[config.mk]
export PLATFORM = sky130hd
export DESIGN_NAME = imem_loader
export DESIGN_NICKNAME = d
export VERILOG_FILES = /design/src/rtl/rv_pkg.sv /design/src/rtl/imem_loader.sv
export SDC_FILE = /design/constraint.sdc
export NUM_CORES = 1
export LEC_CHECK = 0
export ABC_AREA = 1
export ABC_CLOCK_PERIOD_IN_PS = 2740
export CAP_MARGIN = 40
export CELL_PAD_IN_SITES_DETAIL_PLACEMENT = 1
export CELL_PAD_IN_SITES_GLOBAL_PLACEMENT = 1
export CORE_MARGIN = 5
export CORE_UTILIZATION = 41
export DETAILED_ROUTE_END_ITERATION = 10
export PLACE_DENSITY = 0.9
export SLEW_MARGIN = 20
export SYNTH_ARGS = -nofsm -noshare
export SYNTH_HDL_FRONTEND = slang
export SYNTH_SLANG_ARGS = --single-unit
[constraint.sdc]
create_clock -name clk -period 2.74 [get_ports clk]
set_input_delay 0.548 -clock clk [delete_from_list [all_inputs] [get_ports clk]]
set_output_delay 0.548 -clock clk [all_outputs]
set_load 0.1 [all_outputs]
[src/rtl/rv_pkg.sv]
`default_nettype none
// +----------------------------------------------------------------------+
// | rv_pkg                                                               |
// | Shared types and constants for the instruction-memory loader.        |
// | Revision: 1.0                                                        |
// +----------------------------------------------------------------------+
package rv_pkg;

   typedef enum logic [2:0] {
      S_IDLE = 3'd0,
      S_LEN0 = 3'd1,
      S_LEN1 = 3'd2,
      S_DATA = 3'd3,
      S_DONE = 3'd4,
      S_ERR  = 3'd5
   } loader_state_t;

   // Length header is a little-endian 16-bit word count.
   localparam int LEN_BYTES = 2;
   localparam int XLEN      = 32;
   localparam int BYTES     = XLEN / 8;

endpackage
`default_nettype wire

[src/rtl/imem_loader.sv]
`default_nettype none
// +----------------------------------------------------------------------+
// | imem_loader                                                          |
// | Assembles UART bytes into little-endian words and writes them to     |
// | instruction memory from address 0, holding the core in reset.        |
// | Revision: 1.0                                                        |
// +----------------------------------------------------------------------+
module imem_loader
   import rv_pkg::*;
#(
   parameter int DATA_WIDTH = 32,
   parameter int ADDR_WIDTH = 10
) (
   input  logic                  clk,
   input  logic                  rst_n,
   input  logic                  start,
   input  logic [7:0]            rx_data,
   input  logic                  rx_valid,
   output logic                  we,
   output logic [ADDR_WIDTH-1:0] wa,
   output logic [DATA_WIDTH-1:0] wd,
   output logic                  busy,
   output logic                  cpu_hold,
   output logic                  done,
   output logic                  err
);

   localparam int          c_bytes = DATA_WIDTH / 8;
   localparam int          c_idx_w = (c_bytes > 1) ? $clog2(c_bytes) : 1;
   localparam int unsigned c_depth = 32'd1 << ADDR_WIDTH;

   loader_state_t         r_state;
   logic [15:0]           r_len;
   logic [c_idx_w-1:0]    r_idx;
   logic [DATA_WIDTH-1:0] r_buf;
   logic [ADDR_WIDTH-1:0] r_addr;
   logic [ADDR_WIDTH:0]   r_cnt;

   logic [15:0]           w_len;
   logic [DATA_WIDTH-1:0] w_word;
   logic                  w_last_byte;
   logic                  w_final;
   logic                  w_len_big;
   logic                  w_all_written;

   always_comb begin
      w_len                  = {rx_data, r_len[7:0]};
      w_word                 = r_buf;
      w_word[r_idx*8 +: 8]   = rx_data;
      w_last_byte            = (32'(r_idx) == 32'(c_bytes - 1));
      w_final                = ((32'(r_cnt) + 32'd1) == 32'(r_len));
      w_len_big              = (32'(w_len) > c_depth);
      w_all_written          = (32'(r_cnt) == 32'(r_len));
   end

   always_ff @(posedge clk) begin
      if (!rst_n) begin
         r_state  <= S_IDLE;
         r_len    <= '0;
         r_idx    <= '0;
         r_buf    <= '0;
         r_addr   <= '0;
         r_cnt    <= '0;
         we       <= 1'b0;
         wa       <= '0;
         wd       <= '0;
         busy     <= 1'b0;
         cpu_hold <= 1'b0;
         done     <= 1'b0;
         err      <= 1'b0;
      end else begin
         we <= 1'b0;
         case (r_state)
            S_IDLE, S_DONE, S_ERR: begin
               if (start) begin
                  r_state  <= S_LEN0;
                  r_idx    <= '0;
                  r_cnt    <= '0;
                  r_addr   <= '0;
                  r_buf    <= '0;
                  busy     <= 1'b1;
                  cpu_hold <= 1'b1;
                  done     <= 1'b0;
                  err      <= 1'b0;
               end
            end
            S_LEN0: begin
               if (rx_valid) begin
                  r_len[7:0] <= rx_data;
                  r_state    <= S_LEN1;
               end
            end
            S_LEN1: begin
               if (rx_valid) begin
                  r_len[15:8] <= rx_data;
                  if (w_len == 16'd0) begin
                     r_state  <= S_DONE;
                     busy     <= 1'b0;
                     cpu_hold <= 1'b0;
                     done     <= 1'b1;
                  end else if (w_len_big) begin
                     r_state  <= S_ERR;
                     busy     <= 1'b0;
                     cpu_hold <= 1'b0;
                     err      <= 1'b1;
                  end else begin
                     r_state <= S_DATA;
                  end
               end
            end
            S_DATA: begin
               // r_cnt reaches len in the cycle the final write is presented.
               if (w_all_written) begin
                  r_state  <= S_DONE;
                  busy     <= 1'b0;
                  cpu_hold <= 1'b0;
                  done     <= 1'b1;
               end else if (rx_valid) begin
                  if (w_last_byte) begin
                     we    <= 1'b1;
                     wa    <= r_addr;
                     wd    <= w_word;
                     r_buf <= '0;
                     r_idx <= '0;
                     r_cnt <= r_cnt + 1'b1;
                     if (!w_final) begin
                        r_addr <= r_addr + 1'b1;
                     end
                  end else begin
                     r_buf <= w_word;
                     r_idx <= r_idx + 1'b1;
                  end
               end
            end
            default: r_state <= S_IDLE;
         endcase
      end
   end

endmodule
`default_nettype wire

# Yosys cells after proc, flatten, opt, wreduce, memory -nomap -nowiden
# Cells that the tools add are included.
# word_totals
romBits	0
mem_count	0
latch_bits	0
reg_bits	120
ram_bits	0
out_inout_bits	47
# op_classes
reduce_logical	17
div	0
order_cmp	1
eq_ne	20
bitwise_logic	4
shift	2
add_sub_neg	5
n_mux	45
n_mul	0
# ops
cell	count
$mux 32	4
$pmux 32 s2	1
$mux 10	5
$mux 11	4
$neg 5->34	1
$shift 8x34->32 const A	1
$shiftx 8x34->32	1
$bwmux 32	1
$ne 2x2->1 const B	11
$pmux 11 s2	1
$pmux 10 s2	1
$reduce_and 5->1	4
$mux 3	6
$eq 11x16->1	1
$eq 12x16->1	1
$gt 16x11->1 const B	1
$logic_not 16->1	1
$mux 1	13
$add 11x1->12 const B	1
$pmux 3 s4	1
$reduce_and 4->1	3
$add 11x1->11 const B	1
$add 10x1->10 const B	1
$mux 2	4
other kinds (17)	25

# Longest topological paths before layout
# depth
depth_word	7
ltp_mapped	15
mapped_depth_nobuf	14

# Worst setup path before layout
# OpenSTA, ideal clock, no wires.
# synth_timing
kind	register to register
startpoint	register r_idx[0]
endpoint	register r_buf[11]
setup_time_ps	73
path_stages_with_launch	10
t_arrival_ps	1874
slack_ps	793
required_time_ps	2667
period_less_slack_ps	1947
cell_sequence	dfxtp_1 > clkbuf_1 > inv_1 > ha_1 > inv_1 > clkbuf_1 > nand3_1 > o22ai_1 > nor2_1 > nor3_4
# synth_between
elab_chain_len	7
# synth_lines
element	line	text
start: declaration	imem_loader.sv:34	logic [c_idx_w-1:0] r_idx;
start signal: assignment	imem_loader.sv:131	r_idx <= r_idx + 1'b1;
$neg 5->34	imem_loader.sv:49	w_word[r_idx*8 +: 8] = rx_data;
$shiftx 8x34->32 / $shift 8x34->32 (equally long branches)	imem_loader.sv:49	
$bwmux 32	imem_loader.sv:49	
$mux 32 (*)	imem_loader.sv:119	if (w_last_byte) begin
$mux 32 (*)	imem_loader.sv:118	end else if (rx_valid) begin
$mux 32 (*)	imem_loader.sv:113	if (w_all_written) begin
$pmux 32 s2 (*)	imem_loader.sv:73	case (r_state)
end signal: assignment	imem_loader.sv:130	r_buf <= w_word;
end: declaration	imem_loader.sv:35	logic [DATA_WIDTH-1:0] r_buf;
# Mark *: on every way between the ends. The rest lies on a longest branch, timed or not. The select of a mux whose other input is x is not followed.
# A chain may end at the register's enable or synchronous reset.

# Worst setup path after layout
# layout_timing
startpoint	register r_cnt[3]
endpoint	register wd[9]
# layout_between
elab_chain_len	3
# layout_lines
element	line	text
start: declaration	imem_loader.sv:37	logic [ADDR_WIDTH:0] r_cnt;
start signal: assignment	imem_loader.sv:125	r_cnt <= r_cnt + 1'b1;
$eq 11x16->1	imem_loader.sv:53	w_all_written = (32'(r_cnt) == 32'(r_len));
$not 1->1 (no source line)	--	
$reduce_and 4->1 (no source line)	--	
end signal: assignment	imem_loader.sv:122	wd <= w_word;
end: declaration	imem_loader.sv:21	output logic [DATA_WIDTH-1:0] wd,
# Every way passes these cells.

==> flow_metrics.env <==
export IMPL_cts_buffers=17
export IMPL_ios=59
export IMPL_r2r_start="r_cnt[3]$_SDFFE_PN0P_"
export IMPL_die_area_um2=17500
export IMPL_start_kind="flip-flop"
export IMPL_clk_insertion_delay_late_ns=0.42
export IMPL_drive_gt1_share_pct=14.63
export IMPL_wire_per_inst_um=17.23
export IMPL_hold_violations=0
export IMPL_fp_dieW_um=132.3
export IMPL_synth_cell_types=38
export IMPL_grt_max_degree=72
export IMPL_synth_edf_count=0
export IMPL_cts_root_buf="clkbuf_16"
export IMPL_min_period_ns=2.348
export IMPL_gp_congestion=0.8749
export IMPL_power_density_nw_per_um2=1018
export IMPL_finalSetupViolCount=0
export IMPL_synthArstFlopShare_pct=0
export IMPL_cts_resized=0
export IMPL_synthesis_area_um2=6130
export IMPL_fin_total_pwr_uw=7519
export IMPL_cts_tree="done"
export IMPL_hold_start="wd[19]$_SDFFE_PN0P_"
export IMPL_dp_cells=1109
export IMPL_run_status="finished clean"
export IMPL_coreArea_um2=14590
export IMPL_worst_slack_ns=0.3923
export IMPL_final_antenna_net_count=0
export IMPL_slowest_stage="buf_4"
export IMPL_area_growth_synth_to_final_pct=20.51
export IMPL_cp_end_kind="flip-flop"
export IMPL_synthFlopType="dfxtp_1"
export IMPL_nFillCells=1858
export IMPL_seq_area_um2=2402
export IMPL_crit_required_ns=3.08
export IMPL_synthCells=891
export IMPL_final_nets=964
export IMPL_cts_setup_buffers=0
export IMPL_min_delay_path_class="flip-flop to flip-flop"
export IMPL_htree_levels=4
export IMPL_synth_seq_cells=120
export IMPL_route_detailed_drc=0
export IMPL_slew_headroom_pct=55.53
export IMPL_via_per_inst=5.429
export IMPL_synth_seq_area_share_pct=39.19
export IMPL_cts_sinks=120
export IMPL_syn_nets=911
export IMPL_drtPass1Iterations=5
export IMPL_dp_hpwl_mm=13.00
export IMPL_worstMarginPinSlew_ns=0.6670
export IMPL_leakagePower_uw=0.003018
export IMPL_grt_overflow=0
export IMPL_diodes=0
export IMPL_multi_input_area_um2=2993
export IMPL_grt_pass1_vias=6590
export IMPL_syn_avg_cell_area_um2=6.879
export IMPL_path_clk_slew_ns=0.06
export IMPL_layout_cells_non_filler=1141
export IMPL_cts_hold_buf=0
export IMPL_clock_fmax_mhz=425.9
export IMPL_drt_total_wl_mm=19.66
export IMPL_slew_viol_final=0
export IMPL_row_count=44
export IMPL_cp_startpoint="r_cnt[3]$_SDFFE_PN0P_"
export IMPL_irDropWorstVdd_uv=480.2
export IMPL_crit_type="flip-flop to flip-flop"
export IMPL_dpl_worst_slack_ns=0.3646
export IMPL_die_y_um=132.3
export IMPL_arrival_ns=2.69
export IMPL_fin_crit_sh_pct=85.68
export IMPL_rsz0062_at_grt="false"
export IMPL_port_buffers=58
export IMPL_antenna_found_initial=0
export IMPL_cp_num_buf_inv=2
export IMPL_maxCapViolations=0
export IMPL_setup_tns_final_ns=0
export IMPL_start_util_pct=42.02
export IMPL_drt_iter0_drc=477
export IMPL_critPathMaxFanout=71
export IMPL_crit_chain="inv_2, nand2_1, nand2_1, nor2_1, nand2_1, nor2_2, nand2_2, nand4_1, buf_4, o21ai_0, a21oi_1"
export IMPL_crit_top_cell="nand2_1"
export IMPL_ys_warnings_count=0
export IMPL_slowest_delay_ns=0.52
export IMPL_grt_pass1_wl_mm=32.93
export IMPL_grt_usage_pct=22.74
export IMPL_fin_worst_skew_ns=0.008419
export IMPL_vias=6195
export IMPL_clock_path_buffers=2
export IMPL_path_delay_family="simple AND/OR/NAND/NOR gates"
path summary, 6_finish.rpt:
path                                            end  slack (ns)  depth (start not counted)
worst min-delay path            wd[19]$_SDFFE_PN0P_        0.44                          2
worst max-delay path             wd[9]$_SDFFE_PN0P_        0.39                         11
worst max register to register   wd[9]$_SDFFE_PN0P_        0.39                         11
worst min register to register  wd[19]$_SDFFE_PN0P_        0.44                          2
stage by stage:
step           util (%)  cell area, um^2  hold WS (ns)
6_report          50.63             7387        0.4432
5_1_grt           50.63             7387        0.4614
4_1_cts           50.63             7387        0.4481
3_5_place_dp      46.37             6765        0.4389
3_3_place_gp      46.37             6765        0.4337
2_1_floorplan         -             6130        0.4628
metal layers:
layer  wire (um)  global-route usage (%)  part of all wire, %
met1        8457                   26.72                   43
met2        9965                   40.82                   51
met3         735                   4.351                  3.7
met4         505                   8.597                  2.6
met5           0                       0                    0
registers in the layout, indices dropped and copies added (netlist names), 2 cells and up:
register  cells
r_state       3
wa           10
r_cnt        11
r_buf        32
wd           32
r_idx         2
r_addr       10
r_len        16
area by class of cell:
class                      count  share of cell area [%]
inverter                     139                   7.063
multi-input combinational    590                   40.51
clock buffer                  21                   6.098
tap                          184                   3.117
sequential                   120                   32.52
timing repair buffer          76                   8.367
clock inverter                11                   2.320
synthesized netlist by cell type, types with 3 or more instances:
| cell type | count | share of area [%] |
|---|---|---|
| a21oi_1 | 69 | 5.6 |
| buf_1 | 3 | 0.18 |
| buf_2 | 11 | 0.90 |
| buf_4 | 4 | 0.49 |
| clkbuf_1 | 21 | 1.3 |
| dfxtp_1 | 120 | 39 |
| ha_1 | 8 | 1.6 |
| inv_1 | 131 | 8.0 |
| inv_2 | 7 | 0.43 |
| nand2_1 | 142 | 8.7 |
| nand3_1 | 61 | 5.0 |
| nand4_1 | 9 | 0.92 |
| nor2_1 | 134 | 8.2 |
| nor2_2 | 5 | 0.51 |
| nor2_4 | 3 | 0.55 |
| nor3_1 | 15 | 1.2 |
| nor3_2 | 10 | 1.6 |
| nor3_4 | 10 | 2.7 |
| o21ai_0 | 66 | 5.4 |
| o22ai_1 | 33 | 3.4 |
| or2_2 | 3 | 0.31 |
| xor2_1 | 4 | 0.57 |
logic make-up (layout without fill, tap and decap cells):
group | after synthesis | after routing | synth area share (%)
XOR/XNOR | 5 | 5 | 0.7144
flip-flops | 120 | 120 | 39.19
buffers and inverters | 181 | 247 | 11.98
adder cells (fa/ha/maj) | 8 | 8 | 1.633
AO/OA/AOI/OAI | 178 | 178 | 15.55
AND/OR/NAND/NOR | 399 | 399 | 30.92
worst register-to-register path, delay by kind of cell, from the launching register on:
kind	cells	cell delay (ns)
AOI/OAI and AO/OA	2	0.48
buffers and inverters	2	0.62
DFF	1	0.49
and+or+nand+nor	7	0.67
layout by cell type (no fill, tap or decap), drive strengths merged:
cell | Yosys | final
xnor2 | 1 | 1
nor2 | 142 | 142
clkinvlp | 0 | 2
o21ai | 68 | 68
nand2 | 146 | 146
clkbuf | 21 | 21
a31oi | 1 | 1
nand3 | 63 | 63
clkinv | 1 | 5
dfxtp | 120 | 120
buf | 21 | 66
nor3 | 35 | 35
inv | 138 | 139
o32ai | 2 | 2
o22ai | 33 | 33
bufinv | 0 | 4
ha | 8 | 8
nand4 | 10 | 10
xor2 | 4 | 4
or2 | 3 | 3
o211ai | 1 | 1
clkdlybuf4s50 | 0 | 10
a21oi | 69 | 69
a211oi | 1 | 1
a22oi | 2 | 2
o21bai | 1 | 1
power by group:
group | leakage [uW] | internal [uW] | switching [uW]
logic | 0.00175 | 836 | 2000
clock network | 0.000298 | 1550 | 827
registers | 0.000974 | 2050 | 253
No activity file was read; power rests on OpenSTA's default activity.
